==> src/rtl/ac_pkg.sv <==
// Shared types and constants for the arithmetic-coder stream packer.
// Stream layout: [N][3*(N+1) table bytes][LEN_HI][LEN_LO][LEN payload bytes].
package ac_pkg;

    typedef enum logic [2:0] {
        IDLE,
        HDR,
        TABLE,
        LEN_HI,
        LEN_LO,
        PAYLOAD,
        FLUSH,
        DONE
    } ac_pack_state_t;

    localparam int AC_ENTRY_BYTES = 3;
    localparam int AC_LEN_BYTES   = 2;
    localparam int AC_WORD_BYTES  = 4;

    // Table size in bytes for a header value N.
    function automatic logic [16:0] table_bytes(input logic [7:0] n);
        return 17'(AC_ENTRY_BYTES) * ({9'd0, n} + 17'd1);
    endfunction

    // Bytes up to and including LEN_LO for a header value N.
    function automatic logic [16:0] hdr_total(input logic [7:0] n);
        return 17'd1 + table_bytes(n) + 17'(AC_LEN_BYTES);
    endfunction

    function automatic logic [3:0] keep_mask(input logic [2:0] nbytes);
        logic [3:0] mask;
        case (nbytes)
            3'd1:    mask = 4'b0001;
            3'd2:    mask = 4'b0011;
            3'd3:    mask = 4'b0111;
            3'd4:    mask = 4'b1111;
            default: mask = 4'b0000;
        endcase
        return mask;
    endfunction

endpackage

==> src/rtl/ac_stream_packer_if.sv <==
// 32-bit AXI-Stream output bundle of the stream packer.
interface ac_stream_packer_if;
    logic [31:0] tdata;
    logic [3:0]  tkeep;
    logic        tlast;
    logic        tvalid;
    logic        tready;

    modport master (output tdata, output tkeep, output tlast, output tvalid, input tready);
    modport slave  (input tdata, input tkeep, input tlast, input tvalid, output tready);
endinterface

==> src/rtl/ac_byte_fifo.sv <==
// Small synchronous byte FIFO, first-word-fall-through, with occupancy count.
module ac_byte_fifo #(
    parameter int DEPTH = 4
) (
    input  logic                     clk,
    input  logic                     rst,
    input  logic                     push,
    input  logic [7:0]               din,
    input  logic                     pop,
    output logic [7:0]               dout,
    output logic [$clog2(DEPTH):0]   count,
    output logic                     empty
);
    localparam int AW = $clog2(DEPTH);
    localparam int CW = AW + 1;

    logic [7:0]    mem_r [DEPTH];
    logic [AW-1:0] wr_ptr_r;
    logic [AW-1:0] rd_ptr_r;
    logic [CW-1:0] cnt_r;
    logic          full_s;
    logic          do_push_s;
    logic          do_pop_s;

    assign full_s    = (cnt_r == CW'(DEPTH));
    assign empty     = (cnt_r == {CW{1'b0}});
    assign do_pop_s  = pop && !empty;
    assign do_push_s = push && (!full_s || do_pop_s);
    assign dout      = mem_r[rd_ptr_r];
    assign count     = cnt_r;

    // Storage array write port.
    always_ff @(posedge clk) begin
        if (do_push_s) begin
            mem_r[wr_ptr_r] <= din;
        end
    end

    // Pointer and occupancy tracking; push and pop together leave the count unchanged.
    always_ff @(posedge clk or negedge rst) begin
        if (!rst) begin
            wr_ptr_r <= {AW{1'b0}};
            rd_ptr_r <= {AW{1'b0}};
            cnt_r    <= {CW{1'b0}};
        end else begin
            if (do_push_s) wr_ptr_r <= wr_ptr_r + AW'(1);
            if (do_pop_s)  rd_ptr_r <= rd_ptr_r + AW'(1);
            case ({do_push_s, do_pop_s})
                2'b10:   cnt_r <= cnt_r + CW'(1);
                2'b01:   cnt_r <= cnt_r - CW'(1);
                default: cnt_r <= cnt_r;
            endcase
        end
    end
endmodule

==> src/rtl/ac_stream_packer.sv <==
// Drains the arithmetic_coder byte stream, parses it to find its exact end and
// packs it little-endian into 32-bit AXI-Stream words with tlast/tkeep on the final word.
module ac_stream_packer
    import ac_pkg::*;
#(
    parameter int FIFO_DEPTH = 4,
    parameter int MAX_LEN    = 4096
) (
    input  logic               clk,
    input  logic               rst,
    input  logic               coder_valid_in,
    input  logic [7:0]         coder_data_in,
    output logic               coder_next_out,
    ac_stream_packer_if.master m,
    output logic               busy_out,
    output logic               done_out,
    output logic               err_out
);
    localparam int CW = $clog2(FIFO_DEPTH) + 1;
    localparam int OW = CW + 1;

    ac_pack_state_t state_r;
    logic [16:0] byte_cnt_r, req_cnt_r, limit_r, pop_cnt_r;
    logic [7:0]  len_hi_r;
    logic        next_r, cap_r, need_low_r, total_known_r;
    logic        busy_r, done_r, err_r;
    logic [23:0] asm_data_r;
    logic [1:0]  asm_cnt_r;
    logic [31:0] tdata_r;
    logic [3:0]  tkeep_r;
    logic        tlast_r, tvalid_r;

    logic [7:0]    fifo_dout_s;
    logic [CW-1:0] fifo_cnt_s;
    logic          fifo_empty_s;
    logic [OW-1:0] occ_s;
    logic [15:0]   len_s;
    logic [16:0]   eff_len_s;
    logic [31:0]   word_s;
    logic          in_frame_s, req_s, len_over_s, last_byte_s, out_free_s, pop_s, emit_s;

    ac_byte_fifo #(.DEPTH(FIFO_DEPTH)) u_fifo (
        .clk   (clk),
        .rst   (rst),
        .push  (cap_r),
        .din   (coder_data_in),
        .pop   (pop_s),
        .dout  (fifo_dout_s),
        .count (fifo_cnt_s),
        .empty (fifo_empty_s)
    );

    // Request credit, stream-end detection and packer pop/emit decisions.
    always_comb begin
        case (state_r)
            HDR, TABLE, LEN_HI, LEN_LO, PAYLOAD: in_frame_s = 1'b1;
            default:                             in_frame_s = 1'b0;
        endcase
        // Bytes already owed to the FIFO count against its free space.
        occ_s       = OW'(fifo_cnt_s) + OW'(cap_r) + OW'(next_r);
        req_s       = in_frame_s && (req_cnt_r < limit_r) && (occ_s < OW'(FIFO_DEPTH));
        len_s       = {len_hi_r, coder_data_in};
        len_over_s  = (len_s > 16'(MAX_LEN));
        eff_len_s   = len_over_s ? 17'(MAX_LEN) : {1'b0, len_s};
        last_byte_s = total_known_r && ((pop_cnt_r + 17'd1) == limit_r);
        out_free_s  = !tvalid_r || m.tready;
        pop_s       = !fifo_empty_s &&
                      (out_free_s || ((asm_cnt_r != 2'(AC_WORD_BYTES - 1)) && !last_byte_s));
        emit_s      = pop_s && ((asm_cnt_r == 2'(AC_WORD_BYTES - 1)) || last_byte_s);
        case (asm_cnt_r)
            2'd1:    word_s = {16'd0, fifo_dout_s, asm_data_r[7:0]};
            2'd2:    word_s = {8'd0, fifo_dout_s, asm_data_r[15:0]};
            2'd3:    word_s = {fifo_dout_s, asm_data_r[23:0]};
            default: word_s = {24'd0, fifo_dout_s};
        endcase
    end

    // Parser FSM and byte-request generator, advanced on captured bytes.
    always_ff @(posedge clk or negedge rst) begin
        if (!rst) begin
            state_r       <= IDLE;
            byte_cnt_r    <= 17'd0;
            req_cnt_r     <= 17'd0;
            limit_r       <= 17'd0;
            pop_cnt_r     <= 17'd0;
            len_hi_r      <= 8'd0;
            next_r        <= 1'b0;
            cap_r         <= 1'b0;
            need_low_r    <= 1'b0;
            total_known_r <= 1'b0;
            busy_r        <= 1'b0;
            done_r        <= 1'b0;
            err_r         <= 1'b0;
        end else begin
            next_r <= req_s;
            cap_r  <= next_r;
            done_r <= 1'b0;
            if (req_s)           req_cnt_r  <= req_cnt_r + 17'd1;
            if (pop_s)           pop_cnt_r  <= pop_cnt_r + 17'd1;
            if (!coder_valid_in) need_low_r <= 1'b0;
            case (state_r)
                IDLE: begin
                    if (coder_valid_in && !need_low_r) begin
                        state_r       <= HDR;
                        busy_r        <= 1'b1;
                        need_low_r    <= 1'b1;
                        req_cnt_r     <= 17'd0;
                        pop_cnt_r     <= 17'd0;
                        total_known_r <= 1'b0;
                        // Shortest possible stream until N is known.
                        limit_r       <= hdr_total(8'd0);
                    end
                end
                HDR: begin
                    if (cap_r) begin
                        byte_cnt_r <= table_bytes(coder_data_in);
                        limit_r    <= hdr_total(coder_data_in);
                        state_r    <= TABLE;
                    end
                end
                TABLE: begin
                    if (cap_r) begin
                        byte_cnt_r <= byte_cnt_r - 17'd1;
                        if (byte_cnt_r == 17'd1) state_r <= LEN_HI;
                    end
                end
                LEN_HI: begin
                    if (cap_r) begin
                        len_hi_r <= coder_data_in;
                        state_r  <= LEN_LO;
                    end
                end
                LEN_LO: begin
                    if (cap_r) begin
                        if (len_over_s) err_r <= 1'b1;
                        limit_r       <= limit_r + eff_len_s;
                        total_known_r <= 1'b1;
                        byte_cnt_r    <= eff_len_s;
                        state_r       <= (eff_len_s == 17'd0) ? FLUSH : PAYLOAD;
                    end
                end
                PAYLOAD: begin
                    if (cap_r) begin
                        byte_cnt_r <= byte_cnt_r - 17'd1;
                        if (byte_cnt_r == 17'd1) state_r <= FLUSH;
                    end
                end
                FLUSH: begin
                    if (tvalid_r && m.tready && tlast_r) begin
                        busy_r  <= 1'b0;
                        done_r  <= 1'b1;
                        state_r <= DONE;
                    end
                end
                DONE:    state_r <= IDLE;
                default: state_r <= IDLE;
            endcase
        end
    end

    // Byte assembly and output word register; assembly continues while a word is held.
    always_ff @(posedge clk or negedge rst) begin
        if (!rst) begin
            asm_data_r <= 24'd0;
            asm_cnt_r  <= 2'd0;
            tdata_r    <= 32'd0;
            tkeep_r    <= 4'd0;
            tlast_r    <= 1'b0;
            tvalid_r   <= 1'b0;
        end else begin
            if (tvalid_r && m.tready) tvalid_r <= 1'b0;
            if (emit_s) begin
                tdata_r    <= word_s;
                tkeep_r    <= keep_mask({1'b0, asm_cnt_r} + 3'd1);
                tlast_r    <= last_byte_s;
                tvalid_r   <= 1'b1;
                asm_data_r <= 24'd0;
                asm_cnt_r  <= 2'd0;
            end else if (pop_s) begin
                asm_data_r <= word_s[23:0];
                asm_cnt_r  <= asm_cnt_r + 2'd1;
            end
        end
    end

    assign coder_next_out = next_r;
    assign busy_out       = busy_r;
    assign done_out       = done_r;
    assign err_out        = err_r;
    assign m.tdata        = tdata_r;
    assign m.tkeep        = tkeep_r;
    assign m.tlast        = tlast_r;
    assign m.tvalid       = tvalid_r;
endmodule

==> src/flat_wrapper.sv <==
// flat-port wrapper written by rule: the top's interface ports become plain ports
module ac_stream_packer_flat import ac_pkg::*;
#(
    parameter int FIFO_DEPTH = 4,
    parameter int MAX_LEN    = 4096
)
  (clk, rst, coder_valid_in, coder_data_in, coder_next_out, busy_out, done_out, err_out, m_tdata, m_tkeep, m_tlast, m_tvalid, m_tready);
  ac_stream_packer_if m_i ();
  input  logic clk;
  input  logic rst;
  input  logic coder_valid_in;
  input  logic [7:0] coder_data_in;
  output logic coder_next_out;
  output logic busy_out;
  output logic done_out;
  output logic err_out;
  output wire logic [$bits(m_i.tdata)-1:0] m_tdata;
  output wire logic [$bits(m_i.tkeep)-1:0] m_tkeep;
  output wire logic [$bits(m_i.tlast)-1:0] m_tlast;
  output wire logic [$bits(m_i.tvalid)-1:0] m_tvalid;
  input wire logic [$bits(m_i.tready)-1:0] m_tready;
  assign m_tdata = m_i.tdata;
  assign m_tkeep = m_i.tkeep;
  assign m_tlast = m_i.tlast;
  assign m_tvalid = m_i.tvalid;
  assign m_i.tready = m_tready;
  ac_stream_packer #(.FIFO_DEPTH(FIFO_DEPTH), .MAX_LEN(MAX_LEN)) u_core (.clk(clk), .rst(rst), .coder_valid_in(coder_valid_in), .coder_data_in(coder_data_in), .coder_next_out(coder_next_out), .m(m_i), .busy_out(busy_out), .done_out(done_out), .err_out(err_out));
endmodule
==> config.mk <==
export PLATFORM = sky130hd
export DESIGN_NAME = ac_stream_packer_flat
export DESIGN_NICKNAME = d
export VERILOG_FILES = /design/src/rtl/ac_pkg.sv /design/src/rtl/ac_stream_packer_if.sv /design/src/rtl/ac_byte_fifo.sv /design/src/rtl/ac_stream_packer.sv /design/src/flat_wrapper.sv
export SDC_FILE = /design/constraint.sdc
export NUM_CORES = 1
export LEC_CHECK = 0
export CORE_UTILIZATION = 37
export CTS_CLUSTER_SIZE = 30
export DETAILED_ROUTE_END_ITERATION = 7
export GPL_ROUTABILITY_DRIVEN = 0
export GPL_TIMING_DRIVEN = 0
export PLACE_DENSITY_LB_ADDON = 0.08
export SLEW_MARGIN = 20
export SYNTH_ARGS = -nofsm -noshare
export SYNTH_HDL_FRONTEND = slang
export SYNTH_SLANG_ARGS = --single-unit
export TNS_END_PERCENT = 20
==> constraint.sdc <==
create_clock -name clk -period 4.69 [get_ports clk]
set_clock_uncertainty 0.2 [all_clocks]
set_input_delay 0.469 -clock clk [delete_from_list [all_inputs] [get_ports clk]]
set_output_delay 0.469 -clock clk [all_outputs]
set_load 0.01 [all_outputs]
==> results of run 1 <==
## cells by family after synthesis
kind of cell               synth area share (%)
and+or+nand+nor                           18.13
AOI/OAI and AO/OA                         18.45
DFF                                       43.73
buffers and inverters                     3.760
xor gates and xnor gates                  5.561
adders and majority gates                 7.139
muxes                                     3.200
other                                   0.03354
## report_power, final
group / leakage (nW) / switching (mW) / internal (mW)
sequential: 2.31 / 0.435 / 2.16
combinational: 2.84 / 2.01 / 1.38
clock: 0.274 / 0.728 / 0.718
## per-stage QoR
step	worst slack [ns]	cell area, um^2	instances
after floorplan	0.1708	11190	1153
after CTS	0.03893	12900	1634
final	0.2201	12970	1635
after detailed placement	-1.477	12270	1598
after global routing	0.0004845	12970	1635
after global placement	-4.170	12210	1596
## cell usage in the layout, fill, tap and decap left out, drive strengths merged, types with 24 or more instances in the layout
master         netlist  layout
a21oi               56      56
o21ai               88      88
nand2              112     112
buf                 17      25
clkbuf              37      55
clkdlybuf4s50        0      47
xnor2               33      33
edfxtp              32      32
ha                  59      59
and2                24      24
dfrtp              157     157
xor2                38      38
nand3               31      31
nor2                78      78
nor3                24      24
inv                 50      57
## cell type report
| cell class | instances | share of cell area (%) |
|---|---|---|
| Timing Repair Buffer | 60 | 4.873 |
| Inverter | 50 | 1.447 |
| Buffer | 54 | 1.882 |
| Tap cell | 390 | 3.763 |
| Clock buffer | 19 | 3.416 |
| Clock inverter | 13 | 0.9552 |
| Sequential cell | 189 | 37.71 |
| Multi-Input combinational cell | 860 | 45.96 |
## state kept, by name, summed over array words and instances (netlist names), 2 cells and up
| signal | count |
|---|---|
| u_core.pop_cnt_r | 17 |
| u_core.u_fifo.wr_ptr_r | 2 |
| u_core.byte_cnt_r | 17 |
| u_core.state_r | 3 |
| u_core.m.tkeep | 4 |
| u_core.m.tdata | 32 |
| u_core.req_cnt_r | 17 |
| u_core.asm_cnt_r | 2 |
| u_core.limit_r | 17 |
| u_core.len_hi_r | 8 |
| u_core.u_fifo.mem_r | 32 |
| u_core.u_fifo.count | 3 |
| u_core.asm_data_r | 24 |
| u_core.u_fifo.rd_ptr_r | 2 |
## worst max-delay path: cells and delay by family
kind,cells,cell delay (ns)
and+or+nand+nor,5,1.14
adders and majority gates,2,0.58
buffers and inverters,3,0.75
AOI/OAI and AO/OA,8,1.64
## final timing paths
kind / from / end / slack [ns]
max: coder_data_in[5] / u_core.limit_r[16] / 0.22
min: coder_data_in[6] / u_core.u_fifo.mem_r[3][6] / 0.14
max reg2reg: u_core.pop_cnt_r[0] / u_core.u_fifo.count[2] / 0.44
min reg2reg: u_core.coder_next_out / u_core.cap_r / 0.25
max in group asynchronous: rst / u_core.u_fifo.wr_ptr_r[1] / 3.14
min in group asynchronous: rst / u_core.req_cnt_r[12] / 0.42
## per-layer routing
layer  global-route usage [%]  up-vias
met1                    30.89     4390
met3                    2.944       21
li1                         -     4377
met2                    31.95      151
met5                        0        -
met4                    6.304        0
## repair_timing
item,in CTS,in global routing
hold buffers,1,0
pin swaps,3,5
setup endpoints to repair,13,10
resized for setup,11,18
endpoints found under the hold margin,88,0
setup buffers,3,1
==> run_results.csv, run 1 <==
group,metric,value,unit
outcome,status,"complete, no violations",
pwr,p_total,7.429,mW
global_routing,gr-usage-all-layers,21.05,%
worst_setup_path,crit_chain,"clkdlybuf4s50_1 > buf_4 > or4_4 > nor4_4 > nand2_2 > a2111oi_4 > and2_1 > ha_1 > inv_1 > fa_1 > nor2b_1 > o21ai_0 > a21boi_2 > o311ai_2 > a31oi_2 > o221ai_2 > a21boi_0 > o221ai_1",
pwr,peakVddDrop,0.0002941,V
routing,wl_met1,15580,um
timing,slew_violations,0,
worst_setup_path,reg2reg_depth,15,
routing,wl_met3,902,um
global_routing,grt_pass1_vias,8763,
timing,slew_headroom,38.52,%
yosys,synth-async-reset-ratio,83.07,%
yosys,synth-seq-cells,189,
global_routing,grt_max_degree,90,
cells_and_area,final_layout_size_suffix_gt1_share,8.594,%
timing,min_period,4.470,ns
routing,drcViolationCount,0,
yosys,yosys-top-cells-area,"dfrtp_1 (35%), edfxtp_1 (8.6%), ha_1 (6.6%)",
cells_and_area,fillCellCount,2891,
die,initial_core_util,37.63,%
die,ioPinCount,54,
cells_and_area,postLayoutCoreUtil,43.64,%
die,dieArea,30920,um^2
worst_setup_path,slowest_stage,"clkdlybuf4s50_1",
worst_setup_path,crit_path_start_kind,"input pin",
cells_and_area,n_antenna_cell,0,
yosys,ys.warnings.count,0,
placement,dp_hpwl,22610,um
yosys,yosysTopAreaCellShare,35.13,%
routing,postRouteAntennaNets,0,
timing,finalCritPeriodShare,95.31,%
die,std_cell_rows,63,
routing,drt_iter0_markers,522,
hold_path,hold_depth,1,
worst_setup_path,arrival,4.60,ns
yosys,synth_ff_type,"dfrtp_1",
timing,hold_ws,0.1416,ns
cts,clock_latency,0.46,ns
timing,rsz0062_at_grt,"false",
hold_path,hold_class,"in2reg",
cts,cts_tree,"yes",
yosys,avgSynthCellArea,9.715,um^2
yosys,synth.top_cells.by_count,"dfrtp_1 (157), nand2_1 (112), o21ai_0 (82)",
routing,wire_per_inst,18.74,um
cts,clockRootBuffer,"clkbuf_16",
yosys,yosysMostFrequentCell,"dfrtp_1",
timing,finalHoldViolCount,0,
timing,tns,0,ns
pwr,p_leak,5.431,nW
cells_and_area,nets,1306,
routing,totalWireLength,30630,um
cts,path_clk_slew,0.08,ns
cells_and_area,regArea,4890,um^2
pwr,power.density,572.9,nW/um^2
yosys,synth_enable_flop_cells,32,
worst_setup_path,required,4.82,ns
global_routing,antenna_found_initial,1,
die,die_y,175.8,um
yosys,yosys.area.top_type,"dfrtp_1",
yosys,yosysSeqAreaShare,43.73,%
flow_run,drv_cap,0,
routing,num_vias,8939,
global_routing,grt_overflow_total,0,
worst_setup_path,cpPeakStageDelay,0.48,ns
cts,clock_sinks,189,
timing,fmax,0.2237,GHz
cts,cts-buffers-inserted,17,
routing,dr_wl_met2,13690,um
worst_setup_path,critPathMaxFanout,9,
timing,setup_viol,0,
die,die_x,175.8,um
routing,highest_layer,"met4",
worst_setup_path,critPathCaptureType,"register",
cts,clk_path_buf_depth,2,
global_routing,grt_pass1_wl,49870,um
routing,avgViaCountPerCell,5.467,
worst_setup_path,critPathKind,"in2reg",
yosys,ys_types,83,
die,core,29720,um^2
cells_and_area,multi_input_comb_area,5959,um^2
yosys,netlist_instances,1151,
timing,tightest_slew,0.9137,ns
placement,io_buffers,53,
routing,first_pass_iters,5,
yosys,netlist_area,11180,um^2
cells_and_area,synthToLayoutAreaGrowth,15.97,%
cts,htree_levels,4,
Note: power is estimated with default switching activity, not from simulation.
==> run 2, diff against run 1 <==
- CTS_BUF_LIST: not set -> sky130_fd_sc_hd__clkbuf_16
==> run_results.csv, run 2 (synthesized netlist as in run 1, its figures left out) <==
group,metric,value,unit
global_routing,grt_pass1_wl,49870,um
worst_setup_path,critPathKind,"in2reg",
placement,place_ws,-1.477,ns
worst_setup_path,r2r_slack,0.43,ns
routing,totalWireLength,30640,um
cts,clk_path_buf_depth,2,
timing,slew_violations,0,
global_routing,grt_pass1_vias,8763,
cts,path_clk_slew,0.08,ns
pwr,peakVddDrop,0.0002944,V
timing,fin_ws,0.2223,ns
worst_setup_path,critPathMaxFanout,9,
outcome,status,"complete, no violations",
global_routing,gr-usage-all-layers,21.05,%
timing,rsz0062_at_grt,"false",
cts,clock_latency,0.46,ns
routing,avgViaCountPerCell,5.469,
global_routing,grt_overflow_total,0,
die,core,29720,um^2
cells_and_area,final_layout_size_suffix_gt1_share,8.594,%
hold_path,min-delay-start,"coder_data_in[6]",
routing,drcViolationCount,0,
timing,fmax,0.2238,GHz
worst_setup_path,required,4.82,ns
cts,cts_tree,"yes",
die,std_cell_rows,63,
timing,setup_viol,0,
routing,postRouteAntennaNets,0,
cells_and_area,nets,1306,
routing,num_vias,8941,
timing,min_period,4.468,ns
timing,finalHoldViolCount,0,
cells_and_area,synthToLayoutAreaGrowth,15.88,%
die,die_x,175.8,um
hold_path,hold_class,"in2reg",
worst_setup_path,reg2reg_depth,15,
worst_setup_path,critPathCaptureType,"register",
worst_setup_path,slowest_stage,"clkdlybuf4s50_1",
worst_setup_path,cpPeakStageDelay,0.48,ns
timing,tns,0,ns
die,die_y,175.8,um
routing,first_pass_iters,5,
die,initial_core_util,37.63,%
placement,dp_hpwl,22610,um
hold_path,hold_depth,1,
global_routing,grt_max_degree,90,
die,ioPinCount,54,
hold_path,min_to,"u_core.u_fifo.mem_r[3][6]",
cts,cts-buffers-inserted,17,
global_routing,antenna_found_initial,1,
cells_and_area,final_cell_mix,"dfrtp_1 (157), nand2_1 (111), o21ai_0 (82), nor2_1 (77), ha_1 (59)",
timing,slew_headroom,38.52,%
cells_and_area,fin_cells,1635,
cts,htree_levels,4,
flow_run,drv_cap,0,
placement,io_buffers,53,
worst_setup_path,crit_chain,"clkdlybuf4s50_1 > buf_4 > or4_4 > nor4_4 > nand2_2 > a2111oi_4 > and2_1 > ha_1 > inv_1 > fa_1 > nor2b_1 > o21ai_0 > a21boi_2 > o311ai_2 > a31oi_2 > o221ai_2 > a21boi_0 > o221ai_1",
placement,dp_cells,1598,
worst_setup_path,crit_path_start_kind,"input pin",
worst_setup_path,worstReg2RegEnd,"u_core.u_fifo.count[2]",
cells_and_area,n_antenna_cell,0,
cells_and_area,layout_commonest_cell,"dfrtp_1",
cts,clock_sinks,189,
pwr,p_leak,5.432,nW
cts,clockRootBuffer,"clkbuf_16",
worst_setup_path,arrival,4.59,ns
routing,drt_iter0_markers,522,
timing,finalCritPeriodShare,95.26,%
timing,tightest_slew,0.9137,ns
worst_setup_path,crit-reg2reg-launch,"u_core.pop_cnt_r[0]",
routing,wire_per_inst,18.74,um
pwr,power.density,571.9,nW/um^2
die,dieArea,30920,um^2
==> run 2: cell count changes in the layout (fill, tap and decap cells not counted), sizes merged <==
| cell | before | now |
|---|---|---|
| clkbuf | 55 | 53 |
| inv | 57 | 59 |
==> run 2: repair_timing <==
action | in CTS | in global routing
resized for setup | 11 | 18
endpoints found under the hold margin | 88 | 0
setup endpoints to repair | 13 | 10
pin swaps | 3 | 5
hold buffers | 1 | 0
buffers inserted | 3 | 1
==> run 2: area by class of cell <==
cell class / instances / area (um^2)
clock inverters: 15 / 131.4
multi-input cells: 860 / 5959
well taps: 390 / 488.0
inverters: 50 / 187.7
fillers: 2892 / 16760
flip-flops and latches: 189 / 4890
plain buffers: 54 / 244.0
clock buffers: 17 / 425.4
repair buffers: 60 / 631.9
==> run 2: critical path, delay by kind of cell <==
| family | cells | cell delay (ns) |
|---|---|---|
| AOI/OAI and AO/OA | 8 | 1.64 |
| adders and majority gates | 2 | 0.58 |
| buffers and inverters | 3 | 0.75 |
| and+or+nand+nor | 5 | 1.14 |
==> run 2: worst max path at each step <==
stage | startpoint | end | slack, ns | cells after the start
floorplan | coder_data_in[6] | u_core.limit_r[16] | 0.17 | 17
global placement | rst | u_core.u_fifo.wr_ptr_r[1] | -4.17 | 1
detailed placement | coder_data_in[3] | u_core.limit_r[16] | -1.48 | 17
CTS | coder_data_in[6] | u_core.limit_r[16] | 0.04 | 18
global route | coder_data_in[5] | u_core.limit_r[15] | 0.0005 | 18
finish | coder_data_in[5] | u_core.limit_r[16] | 0.22 | 18
==> run 2: routing by layer <==
metal | wire length [um] | share of wire (%) | track usage [%]
met5 | 0 | 0 | 0
met4 | 460 | 1.5 | 6.304
met3 | 929 | 3.0 | 2.944
met2 | 13700 | 45 | 31.95
met1 | 15550 | 51 | 30.89
==> run 2: per-stage QoR <==
step           util, %  area, um^2  power, mW  hold WS [ns]
2_1_floorplan        -       11190      4.787      -0.02659
3_3_place_gp     41.08       12210      5.960        0.2533
3_5_place_dp     41.30       12270      5.996        0.2533
4_1_cts          43.38       12890      7.463        0.2668
5_1_grt          43.60       12960      8.012        0.1477
6_report         43.60       12960      7.411        0.1413
==> run 2: report_power, final <==
| part | switching [mW] | internal [mW] | leakage [nW] |
|---|---|---|---|
| Clock | 0.729 | 0.699 | 0.275 |
| Combinational | 2.01 | 1.38 | 2.84 |
| Sequential | 0.435 | 2.16 | 2.31 |
| Total | 3.17 | 4.24 | 5.43 |
